### config.mk
export PLATFORM = sky130hd
export DESIGN_NAME = ticket_vendor
export DESIGN_NICKNAME = d
export VERILOG_FILES = /design/src/rtl/ticket_vendor.sv
export SDC_FILE = /design/constraint.sdc
export NUM_CORES = 1
export LEC_CHECK = 0
export BUFFER_PORTS_ARGS = -buffer_cell sky130_fd_sc_hd__buf_2
export CORE_MARGIN = 1.5
export CORE_UTILIZATION = 49
export CTS_BUF_LIST = sky130_fd_sc_hd__clkbuf_2
export CTS_CLUSTER_SIZE = 12
export DETAILED_ROUTE_END_ITERATION = 12
export GPL_TIMING_DRIVEN = 0
export PLACE_DENSITY = 0.75
export SYNTH_ARGS = -nofsm -noshare
export SYNTH_HDL_FRONTEND = slang
export SYNTH_SLANG_ARGS = --single-unit
### constraint.sdc
create_clock -name clk -period 2.3 [get_ports clk]
set_clock_uncertainty 0.15 [all_clocks]
set_input_delay 0.69 -clock clk [delete_from_list [all_inputs] [get_ports clk]]
set_output_delay 0.69 -clock clk [all_outputs]
set_load 0.02 [all_outputs]
### src/rtl/ticket_vendor.sv
// Coin-operated ticket vendor: collects nickels/dimes/quarters, vends at PRICE,
// returns change or refunds on cancel. Ports: clk, rst (async low), coin/valid, cancel, change handshake.
module ticket_vendor #(
  parameter int PRICE      = 15,
  parameter int CW         = 8,
  parameter bit QUARTER_EN = 1'b1
) (
  input  logic          clk,
  input  logic          rst,
  input  logic [1:0]    coin,
  input  logic          coin_valid,
  input  logic          cancel,
  input  logic          change_ack,
  output logic          ticket,
  output logic          coin_reject,
  output logic          change_valid,
  output logic [CW-1:0] change_amt,
  output logic [CW-1:0] credit,
  output logic          busy
);

  typedef enum logic [1:0] {
    IDLE,
    COLLECT,
    VEND,
    RETURN
  } state_t;

  localparam logic [CW-1:0] PRICE_W = CW'(PRICE);

  state_t        state_q, state_d;
  logic [CW-1:0] credit_q, credit_d;
  logic [CW-1:0] amt_q, amt_d;
  logic          ticket_q, ticket_d;
  logic          rej_q, rej_d;

  logic [CW-1:0] coin_amt;
  logic [CW-1:0] sum;
  logic [CW-1:0] over;
  logic          coin_ok;
  logic          busy_w;
  logic          cancel_hit;

  always_comb begin
    coin_amt = '0;
    unique case (coin)
      2'd0: coin_amt = '0;
      2'd1: coin_amt = CW'(5);
      2'd2: coin_amt = CW'(10);
      2'd3: coin_amt = CW'(25);
    endcase
  end

  assign coin_ok    = (coin != 2'd0) &&
                      ((coin != 2'd3) || QUARTER_EN);
  assign busy_w     = (state_q == VEND) ||
                      (state_q == RETURN);
  assign cancel_hit = (state_q == COLLECT) && cancel;
  assign sum        = credit_q + coin_amt;
  assign over       = credit_q - PRICE_W;

  always_comb begin
    state_d  = state_q;
    credit_d = credit_q;
    amt_d    = amt_q;
    // cancel takes priority over a coin arriving in the same cycle
    rej_d    = coin_valid &&
               (!coin_ok || busy_w || cancel_hit);
    unique case (state_q)
      IDLE, COLLECT: begin
        if (cancel_hit) begin
          amt_d    = credit_q;
          credit_d = '0;
          state_d  = RETURN;
        end else if (coin_valid && coin_ok) begin
          credit_d = sum;
          state_d  = (sum >= PRICE_W) ? VEND
                                      : COLLECT;
        end
      end
      VEND: begin
        amt_d    = over;
        credit_d = '0;
        state_d  = (over != '0) ? RETURN : IDLE;
      end
      RETURN: begin
        if (change_ack) begin
          amt_d   = '0;
          state_d = IDLE;
        end
      end
    endcase
    ticket_d = (state_d == VEND);
  end

  always_ff @(posedge clk or negedge rst) begin
    if (!rst) begin
      state_q  <= IDLE;
      credit_q <= '0;
      amt_q    <= '0;
      ticket_q <= 1'b0;
      rej_q    <= 1'b0;
    end else begin
      state_q  <= state_d;
      credit_q <= credit_d;
      amt_q    <= amt_d;
      ticket_q <= ticket_d;
      rej_q    <= rej_d;
    end
  end

  assign ticket       = ticket_q;
  assign coin_reject  = rej_q;
  assign change_valid = (state_q == RETURN);
  assign change_amt   = amt_q;
  assign credit       = credit_q;
  assign busy         = busy_w;

endmodule

# == Yosys cells after proc, flatten, opt, wreduce, memory -nomap -nowiden ==
# Cells that the tools add are included.
# word_totals
inputBits,7
out_inout_bits,20
reg_bits,20
elab_cells,46
# classes
n_reduce_logical,15
mux,13
n_lt_le_gt_ge,1
n_eq_ne,10
n_addsub,2
# ops
operator,count
$mux 8,4
$pmux 8 s4,1
$pmux 8 s3,1
$pmux 8 s2,1
$eq 2x2->1 const B,5
$mux 2,5
$add 8x8->8,1
$ge 8x4->1 const B,1
$reduce_bool 8->1,1
$sub 8x4->8 const B,1
$pmux 2 s3,1
$eq 2x1->1 const B,2
$logic_not 2->1,2
$ne 2x2->1 const B,2
$reduce_and 2->1,2
$reduce_bool 2->1,2
$logic_and 1x1->1,3
$logic_or 1x1->1,3
$ne 3x3->1 const B,1
$reduce_or 2->1,1
$logic_not 1->1,1

# == Longest topological paths before layout ==
# Gate-level depths: netlist of run 1.
# depth
ltp_word,9
ltp_mapped,9
ltp_nobuf,9

# == Least setup slack after synthesis of run 1 ==
# No wires, ideal clock.
# synth_timing
kind,in2reg
startpoint,in coin[0]
endpoint,reg ticket_q (netlist: ticket)
n_path_buf,0
t_required_ns,2.030
path_slack_ns,-0.127
t_arrival_ns,2.157
setup_ns,0.120
stages,8
path_cell_list,nand2b_1 fa_1 nor2b_1 o22ai_1 xnor2_1 a41oi_1 nand4_1 and3_2
# synth_between
elab_chain_len,9
word_cells_on_any_way,14
classes_between,add/sub (1); order compare (1); eq/ne (4); mux (5); reduce/logical (3)
# synth_lines
item,line,text
start: declaration,10,"input logic [1:0] coin,"
$eq 2x2->1 (tied with other cells),46,unique case (coin)
$pmux 8 s4,46,
$add 8x8->8,59,assign sum = credit_q + coin_amt;
$ge 8x4->1,77,state_d = (sum >= PRICE_W) ? VEND
$mux 2,77,
$mux 2 (*),75,end else if (coin_valid && coin_ok) begin
$mux 2 (*),71,if (cancel_hit) begin
$pmux 2 s3 (*),69,unique case (state_q)
$eq 2x2->1 (*),93,ticket_d = (state_d == VEND);
net ticket_d,34,"logic ticket_q, ticket_d;"
end signal: assignment,107,ticket_q <= ticket_d;
end: declaration,34,
# The timed path passes the listed nets; every way through them passes the cells marked *. The select of a mux whose other input is x is not followed.
# A chain may end at the register's enable or synchronous reset.

# == Worst setup path in the final report of run 1 ==
# Ends and elaborated chain as after synthesis.

==> impl_results.md, run 1 <==
* Hold_buf cts at 0
* Worst vdd ir at 0.000692 V
* CP Max Fanout at 6
* Placed cell areas at 1540 sq um
* Drt initial violations at 15
* DRT Pass-1 Iters at 5
* Vias in the first global route at 1084
* Clock sinks at 20
* Final nets at 207
* CTS tree: yes
* GRT met1 Usage at 27.7%
* Int Pwr at 1.07 mW
* H-Tree Depth at 1
* EDFF count, synth at 0
* Reg area at 504 sq um
* Crit path capture: ticket$_DFF_PN0_
* Sw frac at 45.4%
* Adder-Cell Fraction of Synth Area at 7.13%
* CTS buffer count at 3
* Die area at 3040 sq um
* Clock Latency Late Sink at 330 ps
* Netlist Area Pre-Place at 1330 sq um
* Sequential power share at 28.4%
* Overflow after GRT at 0
* Post-synthesis mux area share at 0%
* Synth Register Bits at 20
* Chip Height at 55.2 um
* Drt total wl at 3370 um
* Clk slew on worst S/H paths at 210 ps
* Slew @ Worst Pin at 572 ps
* Worst Setup SP: coin[0]
* Post-Synth Simple-Gate Area at 18.1%
* Commonest cells post-synth: dfrtp_1 (20), nand2_1 (20), o21ai_0 (17)
* Via count at 1294
* First-pass GRT wire length at 4900 um
* WP data required at 2400 ps
* Hold Path Class: in -> async
* Final Max Slew Viols at 0
* Multi-input logic area at 867 sq um
* Crit path time final at 2270 ps
* CP Class: in -> reg
* Switch Pwr at 0.891 mW
* Synth warn at 0
* Root buf cell: clkbuf_2
* Top-area cell type share of the netlist area at 37.5%
* PwrDens at 1130 nW/um^2
* CP arrival at 2380 ps
* Synth Area in Compound Gates at 25.8%
* Starting Density at 52.9%
* Largest net degree at the start of global routing at 21
* Final setup fails at 0
* Synth top area cells: dfrtp_1 (38%), o21ai_0 (6.4%), ha_1 (5.6%), nand2_1 (5.6%), xnor2_1 (5.3%)
* Syn nets at 169
* GRT met2 Usage at 41.3%
* GR peak layer: met2
* Layout cell share with drive strength beyond 1 at 38.0%
* Fillers at 209
* Row Count at 18
* Worst r2r path cells at 8
* Synth Flop Type: dfrtp_1
* Clock power share at 13.5%
* Synth Area in XOR/XNOR at 5.25%
* Worst R2R End: ticket$_DFF_PN0_
* Largest family of logic cells by synthesized area: compound AO/OA/AOI/OAI gates
* MaxCap Viol Count at 0
* Via/cell ratio at 5.83
* Met3 Use GR at 1.61%
* Final hold viol count at 0
* Antenna violations before repair at 0
* Ys async rst share at 100%
* Reg-to-reg setup timing slack at 70 ps
* Layout area overhead at 30.2%
* Fin crit share at 98.9%
* Leakage power at 0.822 nW
* Syn avg cell area at 8.61 sq um
* Crit path launch type: input pin
* Sequential share of the synthesized area at 37.5%
* Core area at 2520 sq um
* Leading area contributor after synthesis: dfrtp_1
* WL/cell at 15.2 um
* IO Port Bufs at 26
* Reg-to-reg startpoint: credit[1]$_DFFE_PN0P_
* RSZ-0062 raised after global routing: true
* Gpl congestion at 0.892
* GRT Total Usage at 22.9%
* Synth cell types at 42
* Boundary pin count at 27
* Antenna cells at 0
* Crit. End Element: flip-flop
* Hold slack at 107 ps
* Peak Freq at 440 MHz
* DRC at 0
* Gate Count Post-Synth at 155
* Max Root-Sink Buffers at 2
* Die width at 55.2 um
* Outcome: finished, final reports clean
* Antenna Nets Post-Route at 0
* Slew margin rel. at 61.7%
* Dpl hpwl at 2280 um
* Combinational share of power at 58.2%
* Fin area at 1740 sq um
how the worst min path moves through the flow:
stage / to / depth (start not counted) / slack (ps) / startpoint
after global placement: change_amt[1]$_DFFE_PN0P_ / 2 / 310 / change_amt[1]$_DFFE_PN0P_
after floorplan: change_amt[0]$_DFFE_PN0P_ / 0 / 240 / rst
final: change_amt[1]$_DFFE_PN0P_ / 1 / 110 / rst
after detailed placement: change_amt[0]$_DFFE_PN0P_ / 2 / 310 / change_amt[0]$_DFFE_PN0P_
after CTS: change_amt[1]$_DFFE_PN0P_ / 1 / 120 / rst
after global routing: ticket$_DFF_PN0_ / 1 / 130 / rst
per-stage QoR:
step                cells  power, mW  utilization [%]  TNS (ps)  worst slack, ps
floorplan             155       1.26                -     -34.9            -18.5
global placement      211       1.50             60.9     -1370             -390
detailed placement    211       1.53             60.9     -2020             -451
CTS                   219       1.87             65.4         0            0.845
global route          222       2.11             68.8     -79.9            -55.7
finish                222       1.96             68.8         0             25.8
sequential cells by signal (all words and copies together) (netlist names):
register     flops
state_q          2
change_amt       8
coin_reject      1
ticket           1
credit           8
final cells by class:
cell class	instances	area share, %
Inverter	8	1.73
Clock buffer	3	0.865
Multi-Input combinational cell	117	49.9
Clock inverter	1	1.73
Sequential cell	20	29.0
Timing Repair Buffer	34	11.7
Buffer	9	2.88
Tap cell	30	2.16
kinds of logic (layout without fill, tap and decap cells):
logic type,count (synthesis),after routing
AND/OR/NAND/NOR,51,51
adder cells (fa/ha/maj),7,7
flip-flops,20,20
XOR/XNOR,8,8
buffers and inverters,18,55
AO/OA/AOI/OAI,51,51
metal layers:
layer | up-vias | share of wire (%)
met2 | 38 | 52
met4 | 0 | 2.5
met3 | 10 | 3.9
li1 | 625 | -
met5 | - | 0
met1 | 621 | 42
repair_timing:
item | in CTS | in global routing
gates cloned | 0 | 0
setup buffers | 4 | 4
pin swaps | 7 | 15
resized for setup | 10 | 15
setup endpoints to repair | 3 | 7
power groups by stage:
stage / clock network, mW / registers, mW / logic [mW]
floorplan: 0 / 0.646 / 0.618
global placement: 0 / 0.548 / 0.950
detailed placement: 0 / 0.555 / 0.978
CTS: 0.265 / 0.539 / 1.07
global route: 0.280 / 0.576 / 1.26
finish: 0.264 / 0.557 / 1.14
worst max-delay path, stage by stage:
cell and delay, ps:
buf_8 110, nor2b_2 140, ha_2 280, nor2b_4 140
o2111ai_1 210, o21ai_1 130, xnor2_1 220, nand4_1 200
and3_2 250
cells in the final DEF (no fill, tap or decap), types with 4 or more instances in the layout:
master and count:
buf_2 26, nand2_1 20, dfrtp_1 17, o21ai_0 15, a21oi_1 11, buf_4 10
nor2_1 8, inv_1 6, xnor2_1 6, clkbuf_2 5, nor3_1 5, o21ai_1 4
No activity file was read; power rests on OpenSTA's default activity.
==> inputs of run 2 (changes only) <==
CELL_PAD_IN_SITES_DETAIL_PLACEMENT = 1   (was not set)
CELL_PAD_IN_SITES_GLOBAL_PLACEMENT = 2   (was not set)
CORE_UTILIZATION = 30   (was 49)
PLACE_DENSITY = not set   (was 0.75)
PLACE_DENSITY_LB_ADDON = 0.1   (was not set)
==> impl_results.md, run 2 (synthesis results as in run 1) <==
* MaxCap Viol Count at 0 (unchanged)
* Dpl cells at 233 (+10%)
* Final Util at 41.0% (-28 points)
* Layout cell share with drive strength beyond 1 at 39.3% (+1.3 points)
* Fin crit share at 98.8% (about the same)
* Non-filler cells, final at 248 (+12%)
* Die width at 69.7 um (+26%)
* Via count at 1307 (+1.0%)
* Peak Freq at 440 MHz (about the same)
* GRT Total Usage at 16.6% (-6.3 points)
* Starting Density at 30.8% (-22 points)
* Final nets at 212 (+2.4%)
* Crit path launch type: input pin
* Max Root-Sink Buffers at 2 (unchanged)
* Root buf cell: clkbuf_2
* Row Count at 24 (+6)
* CP Max Fanout at 6 (unchanged)
* Gpl congestion at 0.738 (-17%)
* Antenna cells at 0 (unchanged)
* Slew margin rel. at 60.4% (-1.3 points)
* Layout area overhead at 32.8%
* H-Tree Depth at 1 (unchanged)
* Clock Latency Late Sink at 320 ps (about the same)
* IO Port Bufs at 26 (unchanged)
* Final Max Slew Viols at 0 (unchanged)
* Buf/Inv on CP at 2 (+1)
* Crit. End Element: flip-flop
* WL/cell at 15.7 um (+3.4%)
* Antenna violations before repair at 0 (unchanged)
* Crit-path cells: buf_2 > nand2b_4 > inv_1 > ha_1 > a21o_1 > nand4_1 > and3_4 > o32a_1 > nand4_1 > o311ai_2
* CP arrival at 2360 ps (-20 ps)
* Setup TNS at 0 ps (unchanged)
* Via/cell ratio at 5.27 (-9.6%)
* Critical path's top delay family: compound AO/OA/AOI/OAI gates
* PwrDens at 1070 nW/um^2 (-5.1%)
* Hold slack at 129 ps (+22.5 ps)
* DRC at 0 (unchanged)
* Chip Height at 69.7 um (+26%)
* CTS buffer count at 3 (unchanged)
* Fillers at 542 (+160%)
* Boundary pin count at 27 (unchanged)
* WP data required at 2390 ps (about the same)
* CTS tree: yes
* First-pass GRT wire length at 6510 um (+33%)
* Commonest cells after routing, fill and taps aside: buf_2 (27), nand2_1 (20), dfrtp_1 (17)
* Die area at 4850 sq um (+59%)
* Dpl hpwl at 2880 um (+26%)
* Crit path time final at 2270 ps (-1.81 ps)
* Final setup fails at 0 (unchanged)
* Worst vdd ir at 0.000320 V (-54%)
* Drt total wl at 3890 um (+16%)
* Commonest non-fill, non-tap cell in the layout: buf_2
* Slew @ Worst Pin at 591 ps (+19.2 ps)
* Crit-path slowest cell: ha_1
* CP most frequent cell: nand4_1
* DRT Pass-1 Iters at 4 (-1)
* CP max stage delay at 260 ps (-20 ps)
* Core area at 4320 sq um (+71%)
* Leakage power at 0.831 nW (+1.1%)
* Overflow after GRT at 0 (unchanged)
* Vias in the first global route at 1354 (+25%)
* Outcome: finished, final reports clean
* CP Class: in -> reg
* Antenna Nets Post-Route at 0 (unchanged)
* Hold Path Class: in -> async
* RSZ-0062 raised after global routing: true
* Clk slew on worst S/H paths at 200 ps (about the same)
* Hold_buf cts at 0 (unchanged)
* Largest net degree at the start of global routing at 21 (unchanged)
* Clock sinks at 20 (unchanged)
* Drt initial violations at 33 (+18)
* Final hold viol count at 0 (unchanged)
==> run 2: metal layers <==
metal | routed length (um) | global-route usage, % | vias to the layer above
li1 | - | - | 637
met1 | 1690 | 20.2 | 649
met2 | 2090 | 30.8 | 19
met3 | 87 | 1.45 | 2
met4 | 25 | 5.34 | 0
met5 | 0 | 0 | -
==> run 2: path summary, 6_finish.rpt <==
check / start / endpoint / slack [ps] / cells after the start
max: coin[1] / state_q[0]$_DFF_PN0_ / 30 / 10
min: rst / change_amt[7]$_DFFE_PN0P_ / 130 / 1
max reg2reg: credit[0]$_DFFE_PN0P_ / state_q[0]$_DFF_PN0_ / 70 / 9
min reg2reg: change_amt[0]$_DFFE_PN0P_ / change_amt[0]$_DFFE_PN0P_ / 360 / 2
max in group asynchronous: rst / credit[1]$_DFFE_PN0P_ / 1540 / 1
min in group clk: change_amt[0]$_DFFE_PN0P_ / change_amt[0]$_DFFE_PN0P_ / 360 / 2
==> run 2: worst reg2reg max path, delay by kind of cell, from the launching register on <==
family,cells,cell delay [ps]
flops,1,440
buf+inv,1,40
fa+ha+maj,2,500
xor+xnor,1,160
simple gates,2,350
compound gates,3,510
==> run 2: area by class of cell <==
cell class              count  area (sq um)  share of cell area, %
repair buffers             39           238                   13.4
plain buffers               9          50.0                   2.82
well taps                  52          65.1                   3.67
clock buffers               3          15.0                  0.847
flip-flops and latches     20           504                   28.5
inverters                   8          30.0                   1.69
multi-input cells         117           870                   49.1
==> run 2: what timing repair did <==
action / CTS / global route
pin swaps: 8 / 13
buffers inserted: 4 / 9
endpoints found under the setup margin: 3 / 5
resized for setup: 13 / 11
==> run 2: power breakdown <==
group,switching [mW],internal [mW]
clock,0.115,0.0355
sequential,0.105,0.455
combinational,0.697,0.494
==> run 2: through the flow <==
stage                     area (sq um)  worst slack [ps]  power [mW]
after floorplan                   1370             -18.5        1.26
after global placement            1560              -473        1.54
after detailed placement          1560              -481        1.57
after CTS                         1660             -1.18        1.82
after global routing              1770             -96.0        2.05
final                             1770              27.6        1.90
